--- src/rtl/persp_pkg.sv ---
// Shared types and constants for the perspective-parameter sequencer:
// FSM states, screen geometry, coordinate widths and default corner placement.
package persp_pkg;

  localparam int XW = 10;
  localparam int YW = 9;

  localparam int SCREEN_W     = 640;
  localparam int SCREEN_H     = 480;
  localparam int SCREEN_MAX_X = SCREEN_W - 1;
  localparam int SCREEN_MAX_Y = SCREEN_H - 1;

  // Bit i describes corner i+1: corners 2,3 sit on the right edge, 3,4 on the bottom.
  localparam logic [3:0] DEF_X_AT_MAX = 4'b0110;
  localparam logic [3:0] DEF_Y_AT_MAX = 4'b1100;

  typedef enum logic [1:0] {
    IDLE,
    SETTLE,
    COMMIT
  } state_t;

  function automatic logic [3:0][XW-1:0] default_x(input int max_x);
    logic [3:0][XW-1:0] res;
    for (int i = 0; i < 4; i++) res[i] = DEF_X_AT_MAX[i] ? XW'(max_x) : '0;
    return res;
  endfunction

  function automatic logic [3:0][YW-1:0] default_y(input int max_y);
    logic [3:0][YW-1:0] res;
    for (int i = 0; i < 4; i++) res[i] = DEF_Y_AT_MAX[i] ? YW'(max_y) : '0;
    return res;
  endfunction

endpackage

--- src/rtl/corner_range_check.sv ---
// Combinational legality check on a set of four corner points against the
// screen bounds; in_range is high only when every coordinate is legal.
module corner_range_check
  import persp_pkg::*;
#(
  parameter int MAX_X = SCREEN_MAX_X,
  parameter int MAX_Y = SCREEN_MAX_Y
) (
  input  logic [3:0][XW-1:0] x,
  input  logic [3:0][YW-1:0] y,
  output logic               in_range
);

  logic [3:0] ok;

  generate
    for (genvar gi = 0; gi < 4; gi++) begin : g_corner
      assign ok[gi] = (x[gi] <= XW'(MAX_X)) && (y[gi] <= YW'(MAX_Y));
    end
  endgenerate

  assign in_range = &ok;

endmodule

--- src/rtl/persp_param_sequencer.sv ---
// Captures range-checked corner sets, applies one to the perspective datapath at a
// frame boundary, waits out the multicycle settle window, then strobes params_load.
module persp_param_sequencer
  import persp_pkg::*;
#(
  parameter int SETTLE_CYCLES = 8,
  parameter int MAX_X         = SCREEN_MAX_X,
  parameter int MAX_Y         = SCREEN_MAX_Y
) (
  input  logic          clk,
  input  logic          reset,
  input  logic          frame_start,
  input  logic          freeze,
  input  logic          pts_valid,
  input  logic [XW-1:0] x1_in,
  input  logic [XW-1:0] x2_in,
  input  logic [XW-1:0] x3_in,
  input  logic [XW-1:0] x4_in,
  input  logic [YW-1:0] y1_in,
  input  logic [YW-1:0] y2_in,
  input  logic [YW-1:0] y3_in,
  input  logic [YW-1:0] y4_in,
  output logic [XW-1:0] x1,
  output logic [XW-1:0] x2,
  output logic [XW-1:0] x3,
  output logic [XW-1:0] x4,
  output logic [YW-1:0] y1,
  output logic [YW-1:0] y2,
  output logic [YW-1:0] y3,
  output logic [YW-1:0] y4,
  output logic          params_load,
  output logic          params_ready,
  output logic          busy,
  output logic [7:0]    reject_count
);

  localparam int CW = $clog2(SETTLE_CYCLES + 1);

  logic [3:0][XW-1:0] x_in;
  logic [3:0][YW-1:0] y_in;
  logic               in_range;

  assign x_in = {x4_in, x3_in, x2_in, x1_in};
  assign y_in = {y4_in, y3_in, y2_in, y1_in};

  corner_range_check #(
    .MAX_X(MAX_X),
    .MAX_Y(MAX_Y)
  ) u_range_check (
    .x       (x_in),
    .y       (y_in),
    .in_range(in_range)
  );

  state_t             state_reg, state_next;
  logic [CW-1:0]      cnt_reg;
  logic [3:0][XW-1:0] pend_x_reg;
  logic [3:0][YW-1:0] pend_y_reg;
  logic               pend_valid_reg;
  logic [3:0][XW-1:0] corner_x_reg;
  logic [3:0][YW-1:0] corner_y_reg;
  logic               ready_reg;
  logic [7:0]         reject_reg;
  logic               apply;
  logic               capture;
  logic               reject;

  assign capture = pts_valid & in_range;
  assign reject  = pts_valid & ~in_range;

  always_comb begin
    state_next = state_reg;
    apply      = 1'b0;
    case (state_reg)
      IDLE: begin
        if (frame_start && pend_valid_reg && !freeze) begin
          state_next = SETTLE;
          apply      = 1'b1;
        end
      end
      SETTLE:  if (cnt_reg == '0) state_next = COMMIT;
      COMMIT:  state_next = IDLE;
      default: state_next = IDLE;
    endcase
  end

  always_ff @(posedge clk or posedge reset) begin
    if (reset) begin
      state_reg      <= IDLE;
      cnt_reg        <= '0;
      pend_x_reg     <= '0;
      pend_y_reg     <= '0;
      pend_valid_reg <= 1'b0;
      corner_x_reg   <= default_x(MAX_X);
      corner_y_reg   <= default_y(MAX_Y);
      ready_reg      <= 1'b0;
      reject_reg     <= '0;
    end else begin
      state_reg <= state_next;

      if (apply) begin
        cnt_reg      <= CW'(SETTLE_CYCLES - 1);
        corner_x_reg <= pend_x_reg;
        corner_y_reg <= pend_y_reg;
      end else if (state_reg == SETTLE && cnt_reg != '0) begin
        cnt_reg <= cnt_reg - 1'b1;
      end

      // A set arriving on the apply edge is kept for the next frame.
      if (capture) begin
        pend_x_reg     <= x_in;
        pend_y_reg     <= y_in;
        pend_valid_reg <= 1'b1;
      end else if (apply) begin
        pend_valid_reg <= 1'b0;
      end

      if (reject && reject_reg != 8'hFF) reject_reg <= reject_reg + 8'd1;

      if (state_reg == COMMIT) ready_reg <= 1'b1;
    end
  end

  assign params_load  = (state_reg == COMMIT);
  assign busy         = (state_reg != IDLE);
  assign params_ready = ready_reg;
  assign reject_count = reject_reg;

  assign x1 = corner_x_reg[0];
  assign x2 = corner_x_reg[1];
  assign x3 = corner_x_reg[2];
  assign x4 = corner_x_reg[3];
  assign y1 = corner_y_reg[0];
  assign y2 = corner_y_reg[1];
  assign y3 = corner_y_reg[2];
  assign y4 = corner_y_reg[3];

endmodule

--- config.mk ---
export PLATFORM = sky130hd
export DESIGN_NAME = persp_param_sequencer
export DESIGN_NICKNAME = d
export VERILOG_FILES = /design/src/rtl/persp_pkg.sv /design/src/rtl/corner_range_check.sv /design/src/rtl/persp_param_sequencer.sv
export SDC_FILE = /design/constraint.sdc
export NUM_CORES = 1
export LEC_CHECK = 0
export ABC_AREA = 0
export CAP_MARGIN = 20
export CORE_ASPECT_RATIO = 0.5
export CORE_MARGIN = 2
export CORE_UTILIZATION = 40
export DETAILED_ROUTE_END_ITERATION = 8
export PLACE_DENSITY_LB_ADDON = 0.08
export SLEW_MARGIN = 20
export SYNTH_ARGS = -nofsm -noshare
export SYNTH_HDL_FRONTEND = slang
export SYNTH_SLANG_ARGS = --single-unit
--- constraint.sdc ---
create_clock -name clk -period 7.1 [get_ports clk]
set_clock_uncertainty 0.15 [all_clocks]
set_input_delay 1.42 -clock clk [delete_from_list [all_inputs] [get_ports clk]]
set_output_delay 1.42 -clock clk [all_outputs]
set_load 0.01 [all_outputs]
# Word level (Yosys, flattened, before mapping)
# Cells that the tools add are included.
# W data, S select, Z words.
# word_totals
ff_bits	168
input_bits	81
out_inout_bits	87
word_cells	65
# op_classes
addsub	2
n_lt_le_gt_ge	8
eq_ne	5
muxes	9
n_bitwise	3
reduce_logical	17
# op_table
cell	count
$le A10 B10 Y1 const B	4
$le A9 B9 Y1 const B	4
$add A8 B1 Y8 const B	1
$logic_and A1 B1 Y1	8
$mux W4	2
$ne A8 B8 Y1 const B	1
$reduce_bool A2 Y1	3
$logic_not A4 Y1	1
$mux W1	4
$mux W2	2
$ne A2 B2 Y1 const B	2
$pmux W2 S2	1
$reduce_and A4 Y1	1
$reduce_bool A4 Y1	1
$sub A4 B1 Y4 const B	1
$and A1 B1 Y1	2
$eq A2 B1 Y1 const B	1
$eq A2 B2 Y1 const B	1
$logic_not A2 Y1	1
$reduce_and A2 Y1	1
$logic_not A1 Y1	1
$not A1 Y1	1

# Depth between registers and ports, before layout
# logic_depth
ltp_word	6
ltp_mapped	7
ltp_nobuf	6

# By module
# From an unflattened synthesis, not the netlist that was laid out.
# unflattened
hier_cells	410
area_unflattened_um2	6632.6
# modules_own_cells
mod	n_inst	cells_each	area_per_inst_um2	seq_area_each_um2
persp_param_sequencer	1	399	6567.5	4244.1
corner_range_check	1	11	65.1	0.0

# Worst setup path before layout
# OpenSTA, ideal clock, no wires.
# synth_timing
path_kind	input-to-reg
from	input y4_in[7]
to	register pend_y_reg[0] in the netlist's numbering
setup_ns	0.127
t_arrival_ns	2.555
required_ns	6.823
path_slack_ns	4.267
path_stages	6
n_path_buf	2
cell_sequence	nand4_1 nand4_1 nor3_2 buf_4 buf_6 mux2_1
# synth_between
elab_chain_cells	4
# synth_rtl
element	line	source
from (decl)	persp_param_sequencer.sv:22	input logic [YW-1:0] y4_in,
$le A9 B9 Y1	corner_range_check.sv:18	assign ok[gi] = (x[gi] <= XW'(MAX_X)) && (y[gi] <= YW'(MAX_Y));
$logic_and A1 B1 Y1	corner_range_check.sv:18	
$reduce_and A4 Y1	corner_range_check.sv:22	assign in_range = &ok;
$and A1 B1 Y1	persp_param_sequencer.sv:68	assign capture = pts_valid & in_range;
to (signal assigned)	persp_param_sequencer.sv:112	pend_y_reg <= y_in;
to (decl)	persp_param_sequencer.sv:58	logic [3:0][YW-1:0] pend_y_reg;
# No other way between the ends.
# A chain may end at the register's enable or synchronous reset.

# Final worst setup path
# layout_timing
from	input y1_in[5]
to	register pend_x_reg[24] in the netlist's numbering
# layout_between
elab_chain_cells	4
# layout_rtl
element	line	source
from (decl)	persp_param_sequencer.sv:19	input logic [YW-1:0] y1_in,
$le A9 B9 Y1	corner_range_check.sv:18	
$logic_and A1 B1 Y1	corner_range_check.sv:18	
$reduce_and A4 Y1	corner_range_check.sv:22	
$and A1 B1 Y1	persp_param_sequencer.sv:68	
to (signal assigned)	persp_param_sequencer.sv:111	pend_x_reg <= x_in;
to (decl)	persp_param_sequencer.sv:57	logic [3:0][XW-1:0] pend_x_reg;
# No other way between the ends.

==> implementation parameters <==
Parameter                              Value

Run status
  Run status    finished, final reports clean

STA
  Relative max-transition margin    0.350
  RSZ-0062 raised after global routing    false
  Max Transition Viols Final    0
  Fin crit share    0.586
  Highest clock frequency the design can meet    0.240 GHz
  Post-Route Setup TNS    0 ns
  Period minus WS final    4.16 ns
  Final hold violation count    0
  Transition time at the pin with the least slew margin    0.975 ns
  # setup viols final    0

Drt
  Overall via count from detail_route    between 4000 and 5000
  Topmost layer with routed signal wires    met4
  Detail Route met3 WL    around 900 microns
  M1 wire length    roughly 6800 microns
  Routed via count divided by cell count    ~4.6
  Number of antenna-violating nets in the routed design    0
  Met2 routed WL    between 6000 and 7000 microns
  Total wire length    roughly 14000 microns
  Number of design rule violations left after detail routing    0
  TritonRoute pass-1 iters    4
  Number of DRC markers in iteration 0    a little under 200
  Mean routed wirelength per cell    14.9 microns

Place
  Half-perimeter wire length after placement    just under 9000 microns
  Number of I/O port buffers    roughly 170
  Weighted congestion reported at the end of routability-driven placement    ~0.71

GRT
  Global-route wire length before repair    approximately 24000 microns
  Remaining Overflow, GRT    0
  GRT Overall Usage    0.177
  Pin count of the biggest net entering global routing    108
  Antenna violations before repair    0
  Via count of the first global-routing pass    roughly 4600

Clock network
  Clk buf depth    2
  TritonCTS Buffers    17
  Root cell of the clock tree    clkbuf_16
  CTS HTree Levels    4
  PostCTS Resize Cnt    0
  Clock transition at the registers of the reported paths    around 0.07 ns
  Clock insertion delay at the later pin of the skew report    0.41 ns
  Setup repair bufs after CTS    0
  Number of buffers added to fix hold violations after cts    0
  Sinks on Clock Net    about 170
  CTS tree    built

Yosys
  Seq cells post-synth    168
  Post-Synth Adder-Cell Area    0.00385
  XOR/XNOR share of the synthesized area    0.0121
  Count of unique library cells instantiated by Yosys    31
  Part of the Yosys area used for sequential elements    0.652
  Cells taking the most area after synthesis    dfrtp_1 (52%), nand2_1 (14%), dfstp_2 (13%)
  Post-synthesis cell type with the largest combined area    dfrtp_1
  Post-synth top area share    0.523
  Synth Cell Area    6510 sq um
  Multiplexer fraction of the synthesized cell area    0.133
  Avg Synthesized Cell Area    approximately 12 sq um
  Simple logic cell fraction of the synthesized area    0.163
  Number of instances in the synthesized netlist    around 560
  Syn nets    645
  Complex-gate fraction of the synthesized area    0.00923
  Largest family of logic cells by synthesized area    simple AND/OR/NAND/NOR gates
  Synth warnings    0

Worst setup path
  Delay of the slowest critical-path stage    ~0.82 ns
  Cell-by-cell listing of the critical path    clkdlybuf4s50_1, nand4_1, nand4_1, nor3_4, buf_4, mux2_2
  R2R setup slack    roughly 5.0 ns
  Worst Reg2Reg Path Length in Cells    5
  Crit path arrival time    4.31 ns
  Reg-to-reg critical path endpoint    x2[8]$_DFFE_PP0P_
  Critical Path RT    7.25 ns
  CP max FO    65
  Cell at the slowest stage of the critical path    buf_4
  Most common cell type on the critical path    nand4_1
  Critical path class    input port to flip-flop
  Startpoint of the worst-slack reg-to-reg timing path    state_reg[1]$_DFFE_PP0P_
  Worst Setup Start Kind    input port
  CP Capture Type    flip-flop

Cells and area
  Layout area overhead    37.4%
  Fillers    about 1400
  Count of nets after finishing    between 800 and 900
  Fraction of layout cells with a size suffix above 1    0.165
  Max FFs per register    40
  Antenna diodes    0

Power
  Reported leakage power    0.00407 uW
  Power density of the placed cells    ~400 nW/um^2
  Maximum resistive drop on vdd    approximately 0.0002 V
  Power consumption    roughly 3500 uW

Die
  Number of standard-cell rows in the floorplan    32
  Standard cell core area    around 16000 sq um
  IO Count    ~170
  Vert. Die Dim    94.2 microns
  Chip Width    between 150 and 200 microns
  Total Die Area    around 17000 sq um
  Starting Density    0.416

Min path
  Type of the worst min-delay path    flip-flop to flip-flop
  Startpoint of the tightest hold check path    y3[4]$_DFFE_PP1P_
  Worst min-delay path endpoint    y3[4]$_DFFE_PP1P_
  Count of cells along the worst hold path    2

Run
  Max-cap viol count    0
## cell type report
class | count | area [sq um] | share of cell area
clock inverter | 12 | 135 | 0.0151
multi-input combinational | 364 | 2100 | 0.235
clock buffer | 20 | 457 | 0.0511
tap | 221 | 277 | 0.0309
inverter | 5 | 23.8 | 0.00266
sequential | 168 | 4240 | 0.475
timing repair buffer | 171 | 1700 | 0.190
## worst max-delay path by stage
stage,startpoint,to,cells past startpoint
global placement,y1_in[7],pend_x_reg[20]$_DFFE_PP0P_,6
finish,y1_in[5],pend_x_reg[24]$_DFFE_PP0P_,6
global route,y1_in[6],pend_x_reg[29]$_DFFE_PP0P_,6
floorplan,reset,cnt_reg[0]$_DFFE_PP0P_,1
detailed placement,y1_in[5],pend_x_reg[15]$_DFFE_PP0P_,6
CTS,y1_in[5],pend_x_reg[5]$_DFFE_PP0P_,6
## power breakdown
group	switching (uW)	leakage (uW)	total, uW	internal (uW)
logic	449	0.00177	1050	599
registers	195	0.00200	1560	1370
clock network	408	0.000289	925	517
## worst max-delay path: cells and delay by family
| kind | cells | cell delay [ns] |
|---|---|---|
| muxes | 1 | 0.42 |
| buffers and inverters | 2 | 1.26 |
| and+or+nand+nor | 3 | 1.14 |
## Yosys cell counts (all sizes together)
cell    number
inv          5
nand3        2
nand2b       1
nor2b        1
xor2         6
buf         19
nand4        6
nor2         5
o21ai        6
nor4         1
nor3         5
nand3b       2
dfrtp      136
or2          3
a21o         1
xnor2        3
a21oi        2
o31a         1
dfstp       32
clkbuf       6
nand2      238
or3          2
ha           2
mux2        77
## metrics by stage
step | cells | setup slack (ns) | utilization | hold WS, ns | cell area [sq um]
global placement | 929 | 2.50 | 0.533 | 0.293 | 8350
detailed placement | 929 | 2.44 | 0.533 | 0.293 | 8350
finish | 961 | 2.94 | 0.571 | 0.307 | 8940
CTS | 961 | 2.87 | 0.571 | 0.309 | 8940
global route | 961 | 2.72 | 0.571 | 0.315 | 8940
floorplan | 562 | 1.04 | - | 0.282 | 6510
## routing by layer
metal,up-vias,GRT usage
met1,2162,0.238
met2,104,0.279
met5,-,0
li1,2132,-
met4,0,0.0433
met3,13,0.0589
## cells by family after synthesis
kind of cell	after synthesis
simple gates	266
flops	168
mux	77
buf+inv	30
compound gates	10
xor+xnor	9
fa+ha+maj	2
## cells in the final DEF, fill, tap and decap left out, types with 5 or more instances in the layout
cell type and instances:
clkbuf_16 17, mux2_1 29, nand4_1 6, clkdlybuf4s50_1 167
dfrtp_1 136, nor2_1 5, dfstp_2 32, nand2_1 238
xor2_1 6, mux2_2 48
(Power assumes the default switching activity.)
